**src/rtl/tribus_pkg.sv**
```systemverilog
// Shared types and helpers for the tri-state bus scan reader.
package tribus_pkg;

  // Scan sequencer states.
  typedef enum logic [2:0] {
    ST_IDLE   = 3'd0,
    ST_DRIVE  = 3'd1,
    ST_SAMPLE = 3'd2,
    ST_HOLD   = 3'd3,
    ST_TURN   = 3'd4,
    ST_FIN    = 3'd5
  } state_e;

  // All output enables high: every register on the bus is hi-Z.
  // Wide enough for the largest bank; users slice [NREG-1:0].
  localparam logic [15:0] OE_IDLE = 16'hFFFF;

  // Bits needed to hold values 0..value-1, never less than one bit.
  function automatic int clog2(input int value);
    int bits;
    bits = 1;
    while ((1 << bits) < value) bits++;
    return bits;
  endfunction

endpackage

```
**src/rtl/tribus_oe_decode.sv**
```systemverilog
// Registered index -> active-low one-hot output-enable decoder.
// When not enabled every bit is high, so no register drives the bus.
// This block is the only source of the OE lines, and its flops reset
// straight to all ones so an abort can never glitch a bit low.
module tribus_oe_decode
  import tribus_pkg::*;
#(
  parameter int NREG = 4,
  parameter int IW   = 2
) (
  input  logic            clk,
  input  logic            rst_n,
  input  logic            en,
  input  logic [IW-1:0]   idx,
  output logic [NREG-1:0] oe
);

  logic [NREG-1:0] oe_d;
  logic [NREG-1:0] oe_q;

  // Pull only the selected enable low; everything else stays released.
  always_comb begin
    oe_d = OE_IDLE[NREG-1:0];
    if (en) oe_d[idx] = 1'b0;
  end

  // Enable register; reset forces every register back to hi-Z.
  always_ff @(posedge clk or negedge rst_n) begin
    if (!rst_n) oe_q <= OE_IDLE[NREG-1:0];
    else        oe_q <= oe_d;
  end

  assign oe = oe_q;

endmodule

```
**src/rtl/tribus_scan_reader.sv**
```systemverilog
// Reader for a bank of tri-state registers sharing one bus. A scan
// enables each register in turn, samples the bus, releases it, and
// hands the word downstream over valid/ready. A turnaround gap with
// every enable high separates consecutive drivers.
module tribus_scan_reader
  import tribus_pkg::*;
#(
  parameter int NREG   = 4,
  parameter int WIDTH  = 4,
  parameter int SETTLE = 1,
  parameter int GAP    = 1
) (
  input  logic                   CLK,
  input  logic                   CLR_N,
  input  logic                   START,
  input  logic [WIDTH-1:0]       BUS,
  output logic [NREG-1:0]        OE,
  output logic [WIDTH-1:0]       DOUT,
  output logic [clog2(NREG)-1:0] DIDX,
  output logic                   DVALID,
  input  logic                   DREADY,
  output logic                   BUSY,
  output logic                   DONE
);

  localparam int IW = clog2(NREG);
  localparam int CW = clog2(((SETTLE > GAP) ? SETTLE : GAP) + 1);

  state_e           state_d, state_q;
  logic [IW-1:0]    idx_d, idx_q;
  logic [CW-1:0]    cnt_d, cnt_q;
  logic [WIDTH-1:0] dout_d, dout_q;
  logic [IW-1:0]    didx_d, didx_q;
  logic             dvalid_d, dvalid_q;
  logic             busy_d, busy_q;
  logic             done_d, done_q;
  logic             oe_en;

  // Next-state, counters and output-register updates for the scan sequencer.
  always_comb begin
    state_d  = state_q;
    idx_d    = idx_q;
    cnt_d    = cnt_q;
    dout_d   = dout_q;
    didx_d   = didx_q;
    dvalid_d = dvalid_q;
    unique case (state_q)
      ST_IDLE: begin
        if (START) begin
          state_d = ST_DRIVE;
          idx_d   = '0;
          cnt_d   = '0;
        end
      end
      ST_DRIVE: begin
        if (cnt_q == CW'(SETTLE - 1)) begin
          state_d = ST_SAMPLE;
          cnt_d   = '0;
        end else begin
          cnt_d = cnt_q + CW'(1);
        end
      end
      ST_SAMPLE: begin
        dout_d   = BUS;
        didx_d   = idx_q;
        dvalid_d = 1'b1;
        state_d  = ST_HOLD;
      end
      ST_HOLD: begin
        if (dvalid_q && DREADY) begin
          dvalid_d = 1'b0;
          cnt_d    = '0;
          state_d  = (idx_q == IW'(NREG - 1)) ? ST_FIN : ST_TURN;
        end
      end
      ST_TURN: begin
        if (cnt_q == CW'(GAP - 1)) begin
          cnt_d   = '0;
          idx_d   = idx_q + IW'(1);
          state_d = ST_DRIVE;
        end else begin
          cnt_d = cnt_q + CW'(1);
        end
      end
      ST_FIN: begin
        state_d = ST_IDLE;
      end
      default: begin
        state_d = ST_IDLE;
      end
    endcase
    busy_d = (state_d != ST_IDLE);
    done_d = (state_d == ST_FIN);
    oe_en  = (state_d == ST_DRIVE) || (state_d == ST_SAMPLE);
  end

  // Sequencer and output registers; reset aborts any scan in progress.
  always_ff @(posedge CLK or negedge CLR_N) begin
    if (!CLR_N) begin
      state_q  <= ST_IDLE;
      idx_q    <= '0;
      cnt_q    <= '0;
      dout_q   <= '0;
      didx_q   <= '0;
      dvalid_q <= 1'b0;
      busy_q   <= 1'b0;
      done_q   <= 1'b0;
    end else begin
      state_q  <= state_d;
      idx_q    <= idx_d;
      cnt_q    <= cnt_d;
      dout_q   <= dout_d;
      didx_q   <= didx_d;
      dvalid_q <= dvalid_d;
      busy_q   <= busy_d;
      done_q   <= done_d;
    end
  end

  // The enable decoder registers the same next state, so OE moves with the FSM.
  tribus_oe_decode #(
    .NREG (NREG),
    .IW   (IW)
  ) u_oe_decode (
    .clk   (CLK),
    .rst_n (CLR_N),
    .en    (oe_en),
    .idx   (idx_d),
    .oe    (OE)
  );

  assign DOUT   = dout_q;
  assign DIDX   = didx_q;
  assign DVALID = dvalid_q;
  assign BUSY   = busy_q;
  assign DONE   = done_q;

endmodule

```
**config.mk**
```make
export PLATFORM = sky130hd
export DESIGN_NAME = tribus_scan_reader
export DESIGN_NICKNAME = d
export VERILOG_FILES = /design/src/rtl/tribus_pkg.sv /design/src/rtl/tribus_oe_decode.sv /design/src/rtl/tribus_scan_reader.sv
export SDC_FILE = /design/constraint.sdc
export NUM_CORES = 1
export LEC_CHECK = 0
export CAP_MARGIN = 25
export CORE_UTILIZATION = 48
export DETAILED_ROUTE_END_ITERATION = 8
export GPL_ROUTABILITY_DRIVEN = 0
export PLACE_DENSITY_LB_ADDON = 0.3
export SLEW_MARGIN = 20
export SYNTH_ARGS = -nofsm -noshare
export SYNTH_HDL_FRONTEND = slang
export SYNTH_SLANG_ARGS = --single-unit
```
**constraint.sdc**
```tcl
create_clock -name CLK -period 3.3 [get_ports CLK]
set_input_delay 0.495 -clock CLK [delete_from_list [all_inputs] [get_ports CLK]]
set_output_delay 0.495 -clock CLK [all_outputs]
set_load 0.005 [all_outputs]
```
# Word-level counts from Yosys, hierarchy flattened
# Cells that the tools add are included.
dict set report totals {
  register_bits 19
  input_bits 8
  output_inout_bits 13
  wordCells 51
}
dict set report op_classes {
  n_eq_ne 10
  n_reduce_logical 10
  order_cmp 2
  n_mux 17
  addsub 2
  n_bitwise 1
}
# operator n
set op_table {}
lappend op_table {{one-hot mux 3 bit (5 select lines)} 1}
lappend op_table {{2-to-1 mux 3 bit} 4}
lappend op_table {{equality test 3 x 2 -> 1 bit (second input constant)} 3}
lappend op_table {{equality test 3 x 1 -> 1 bit (second input constant)} 2}
lappend op_table {{equality test 3 bit (second input constant)} 2}
lappend op_table {{nonzero test 3 bit} 2}
lappend op_table {{2-to-1 mux 1 bit} 5}
lappend op_table {{2-to-1 mux 2 bit} 2}
lappend op_table {{2-to-1 mux 4 bit} 1}
lappend op_table {{inequality test 2 bit (second input constant)} 2}
lappend op_table {{NOT 4 bit} 1}
lappend op_table {{one-hot mux 2 bit (2 select lines)} 1}
lappend op_table {{logical NOT 3 bit} 1}
lappend op_table {{< comparator 2 x 3 -> 1 bit (second input constant)} 1}
lappend op_table {{one-hot mux 1 bit (3 select lines)} 1}
lappend op_table {{AND reduction 3 bit} 1}
lappend op_table {{adder 2 x 1 -> 2 bit (second input constant)} 1}
lappend op_table {{demux 1 bit (select 2 bit)} 1}
lappend op_table {{equality test 2 bit (second input constant)} 1}
lappend op_table {{greater-or-equal comparator 2 x 1 -> 1 bit (second input constant)} 1}
lappend op_table {{logical AND 1 bit} 2}
lappend op_table {{one-hot mux 1 bit (2 select lines)} 1}
lappend op_table {{AND reduction 2 bit} 1}
lappend op_table {{nonzero test 2 bit} 1}
lappend op_table {{other kinds (3)} 3}

# Logic depth before layout (Yosys ltp)
dict set report depth {
  depth_word 9
  mapped_depth 4
  depth_no_buf 3
}

# By module
# From an unflattened synthesis, not the netlist that was laid out.
dict set report hier_totals {
  cells_unflattened 52
  hier_area_um2 742.0
}
# mod seq_area_each_um2 area_per_inst_um2 n_inst cells_per_inst
set modules_own_cells {}
lappend modules_own_cells {tribus_scan_reader 350.3 608.1 1 44}
lappend modules_own_cells {tribus_oe_decode 105.1 133.9 1 8}

# Least setup slack after synthesis
# OpenSTA, ideal clock, no wires.
dict set report synth_timing {
  path_kind {reg2reg}
  startpoint {reg state_q[1]}
  endpoint {reg dout_q[0], in the netlist DOUT[0]}
  synth_period_minus_slack_ps 1303
  required_ps 3175
  setup_ps 125
  n_path_buf 1
  t_arrival_ps 1179
  stages_incl_launch_ff 5
  slack_ps 1997
  path_cell_list {dfrtp_1 -> buf_4 -> nand2b_4 -> nor2_1 -> mux2_2}
}
dict set report synth_via {
  elab_chain_cells 1
}
# item line
set synth_rtl {}
lappend synth_rtl {{from (decl)} tribus_scan_reader.sv:29} ;# state_e state_d, state_q;
lappend synth_rtl {{from (signal assigned)} tribus_scan_reader.sv:109} ;# state_q <= state_d;
lappend synth_rtl {{equality test 3 x 2 -> 1 bit} tribus_scan_reader.sv:47} ;# unique case (state_q)
lappend synth_rtl {{to (signal assigned)} tribus_scan_reader.sv:112} ;# dout_q <= dout_d;
lappend synth_rtl {{to (decl)} tribus_scan_reader.sv:32} ;# logic [WIDTH-1:0] dout_d, dout_q;
# Every way passes these cells.
# A chain may end at the register's enable or synchronous reset.

# Worst setup path after layout
dict set report layout_timing {
  startpoint {reg u_oe_decode.oe_q[2], in the netlist u_oe_decode.oe[2]}
  endpoint {out OE[2]}
}
# item line
set layout_rtl {}
lappend layout_rtl {{from (decl)} tribus_oe_decode.sv:19} ;# logic [NREG-1:0] oe_q;
lappend layout_rtl {{from (signal assigned)} tribus_oe_decode.sv:29} ;# if (!rst_n) oe_q <= OE_IDLE[NREG-1:0];
lappend layout_rtl {{to (decl)} tribus_scan_reader.sv:17} ;# output logic [NREG-1:0] OE,
# No word-level cell between the ends.

==> metrics <==
TritonCTS Buffers 3; Placed Instance Area 960 um2; Synth cell types 24; drt drc 0; Die X-Extent roughly 42 um; critical path's slowest cell dfstp_2; initial core utilization 54.8%; max incr delay on CP around 0.53 ns; number of global-route vias before repair 518; Setup TNS Final 0 ns; initial antenna violation count 0; Syn Area/Cell 12.2 um2; Buf/Inv on CP 1; CP arrival 1.31 ns; EDFF count, synth 0; initial detailed-routing violation count 4; Synthesized Nets ~70; Ant. Diodes 0; Synth Flop Type dfrtp_1; post-synthesis sequential area ratio 60.1%; Ports 21; area share of fa/ha/maj cells after synthesis ~1.7%; total power about 0.84 mW; mux cell area share after synthesis 10.2%; Max-cap violations 0; largest net degree at the start of global routing 19; WL per Instance roughly 14 um; CTS tree built; Psw about 0.27 mW; top cell types by occurrence after synthesis 14 x dfrtp_1, 6 x mux2_2, 6 x nor2_1; sw frac 32.3%; fin nets just over 90; CTS Hold Buffers Added 0; clock slew at reported path FFs around 0.1 ns; WHS Endpoint DOUT[3]; clk root buf clkbuf_4; Period minus WS final 1.80 ns; Flop pwr share 46.7%; max frequency 555 MHz; clock share of power 15.8%; hold depth 1; Sink Count 18; HP Start DOUT[3]; Async S/R FF share, synth 100%; clock latency at the later pin of the worst-skew pair 0.29 ns; vias per cell ~5.5; Worst Reg-to-Reg Cells 3; slew margin rel. 48.7%; P per Cell Area between 800 and 900 mW/mm2; Crit Path Max Fanout 1; Clock Path Buffers 2; internal power around 0.57 mW; Max Transition Viols Final 0; buffer count from post-CTS setup fixing 0; H-tree Lvls 1; total die area 0.00174 mm2; Finish-stage setup viols 0; Ys Warns 0; row count 13; Final ANT Viol Nets 0; FF-to-FF setup slack 1.68 ns; DIE HEIGHT 41.7 um; first-pass GRT wire length 2540 um; Synth top area share 46.2%; RSZ-0062 raised after global routing no; largest family of logic cells by synthesized area simple AND/OR/NAND/NOR gates; Layout Skew about 0.0011 ns; Cell Area, Synth 758 um2; VDD IR max 0.000528 V; simple-gate share of the synthesized area 14.4%; Synth Instances 62; core area 0.00138 mm2; worst endpoint required time around 2.8 ns; crit path cell chain clkdlybuf4s50_1; kind of critical path reg -> out; run status finished, final reports clean; Final Cycle Share 54.6%; most frequent cell after synthesis dfrtp_1; remaining global-route overflow 0; Synth Register Bits 18; Comb pwr share between 30% and 40%; final core occ 72.0%; Finished Cell Area roughly 1000 um2; ranking of synthesized cells by area dfrtp_1 46%, dfstp_2 14%, mux2_2 8.9%; Port-buffer cells 20; Lkg Pwr 0.425 nW; Crit. End Element output pin; Worst Tran Pin Value 0.767 ns; Critical Path Stages 1; DR pass1 iterations 4; number of hold violations in the final report 0; xor/xnor share of the synthesized area 0%; RR Endpoint DIDX[0]; GRT Overall Usage 19.5%; Hold Crit Class reg -> reg; Worst setup SP type register; Top Family by Delay on Critical Path flip-flops; dpl hpwl 1000 um; WL final 1400 um; Yosys top cell by area dfrtp_1; Synth Area in Compound Gates approximately a tenth; area grow syn2layout 31.4%; Critical R2R Launch state_q[2]; detailed-route via count between 500 and 600; share of cells above drive strength 1 between 20 and 25%; post-cts resize count 0
power by group through the flow:
stage	Sequential, mW	Combinational [mW]	Clock (mW)
2_1_floorplan	0.356	0.206	0
3_3_place_gp	0.388	0.308	0
3_5_place_dp	0.397	0.316	0
4_1_cts	0.392	0.321	0.136
5_1_grt	0.409	0.345	0.148
6_report	0.392	0.315	0.133
worst max path at each step:
stage | start | to | slack (ns)
after floorplan | state_q[1] | DOUT[0] | 2.00
after global placement | START | u_oe_decode.oe[2] | 1.63
after detailed placement | START | u_oe_decode.oe[2] | 1.58
after CTS | u_oe_decode.oe[2] | OE[2] | 1.48
after global routing | u_oe_decode.oe[2] | OE[2] | 1.44
final | u_oe_decode.oe[2] | OE[2] | 1.50
metal layers:
| metal | up-vias | GRT usage [%] | routed length (um) |
|---|---|---|---|
| met3 | 0 | 7.83 | 80 |
| met5 | - | 0 | 0 |
| li1 | 259 | - | - |
| met1 | 260 | 25.6 | 641 |
| met4 | 0 | 3.87 | 0 |
| met2 | 16 | 30.6 | 678 |
sequential cells by signal, indices dropped and copies added (netlist names):
register / count
BUSY: 1
DIDX: 2
DONE: 1
DOUT: 4
DVALID: 1
idx_q: 2
state_q: 3
u_oe_decode.oe: 4
through the flow:
step / hold slack (ns) / setup slack (ns) / instances
2_1_floorplan: 0.199 / 2.00 / 62
3_3_place_gp: 0.490 / 1.63 / 94
4_1_cts: 0.518 / 1.48 / 98
3_5_place_dp: 0.496 / 1.58 / 94
5_1_grt: 0.547 / 1.44 / 98
6_report: 0.513 / 1.50 / 98
cell usage in the layout (no fill, tap or decap):
master / synthesis / final
a2111oi_2: 1 / 1
a21oi_1: 1 / 1
and2_1: 1 / 1
and3_1: 1 / 1
clkbuf_4: 0 / 3
clkbuf_8: 0 / 1
clkdlybuf4s50_1: 0 / 20
dfrtp_1: 14 / 14
dfstp_2: 4 / 4
ha_1: 1 / 1
inv_1: 2 / 2
mux2_2: 6 / 6
mux2i_1: 1 / 1
nand2_1: 2 / 2
nand2b_4: 1 / 1
nand3_1: 4 / 4
nand3b_1: 1 / 1
nor2_1: 6 / 6
nor2b_1: 1 / 1
nor3_1: 2 / 2
o21ai_0: 5 / 5
o31a_2: 1 / 1
o31ai_1: 2 / 2
o32ai_1: 1 / 1
or3b_1: 1 / 1
logic make-up (layout without fill, tap and decap cells):
| group | count (synthesis) | count (layout) |
|---|---|---|
| simple gates | 20 | 20 |
| flops | 18 | 18 |
| compound gates | 11 | 11 |
| mux | 7 | 7 |
| buf+inv | 5 | 26 |
| fa+ha+maj | 1 | 1 |
area by class of cell:
cell class	count	area (um2)
timing repair buffer	20	200
fill	112	387
multi-input combinational	39	278
sequential	18	455
tap	15	18.8
inverter	2	7.51
clock buffer	4	36.3
No activity file was read; power rests on OpenSTA's default activity.
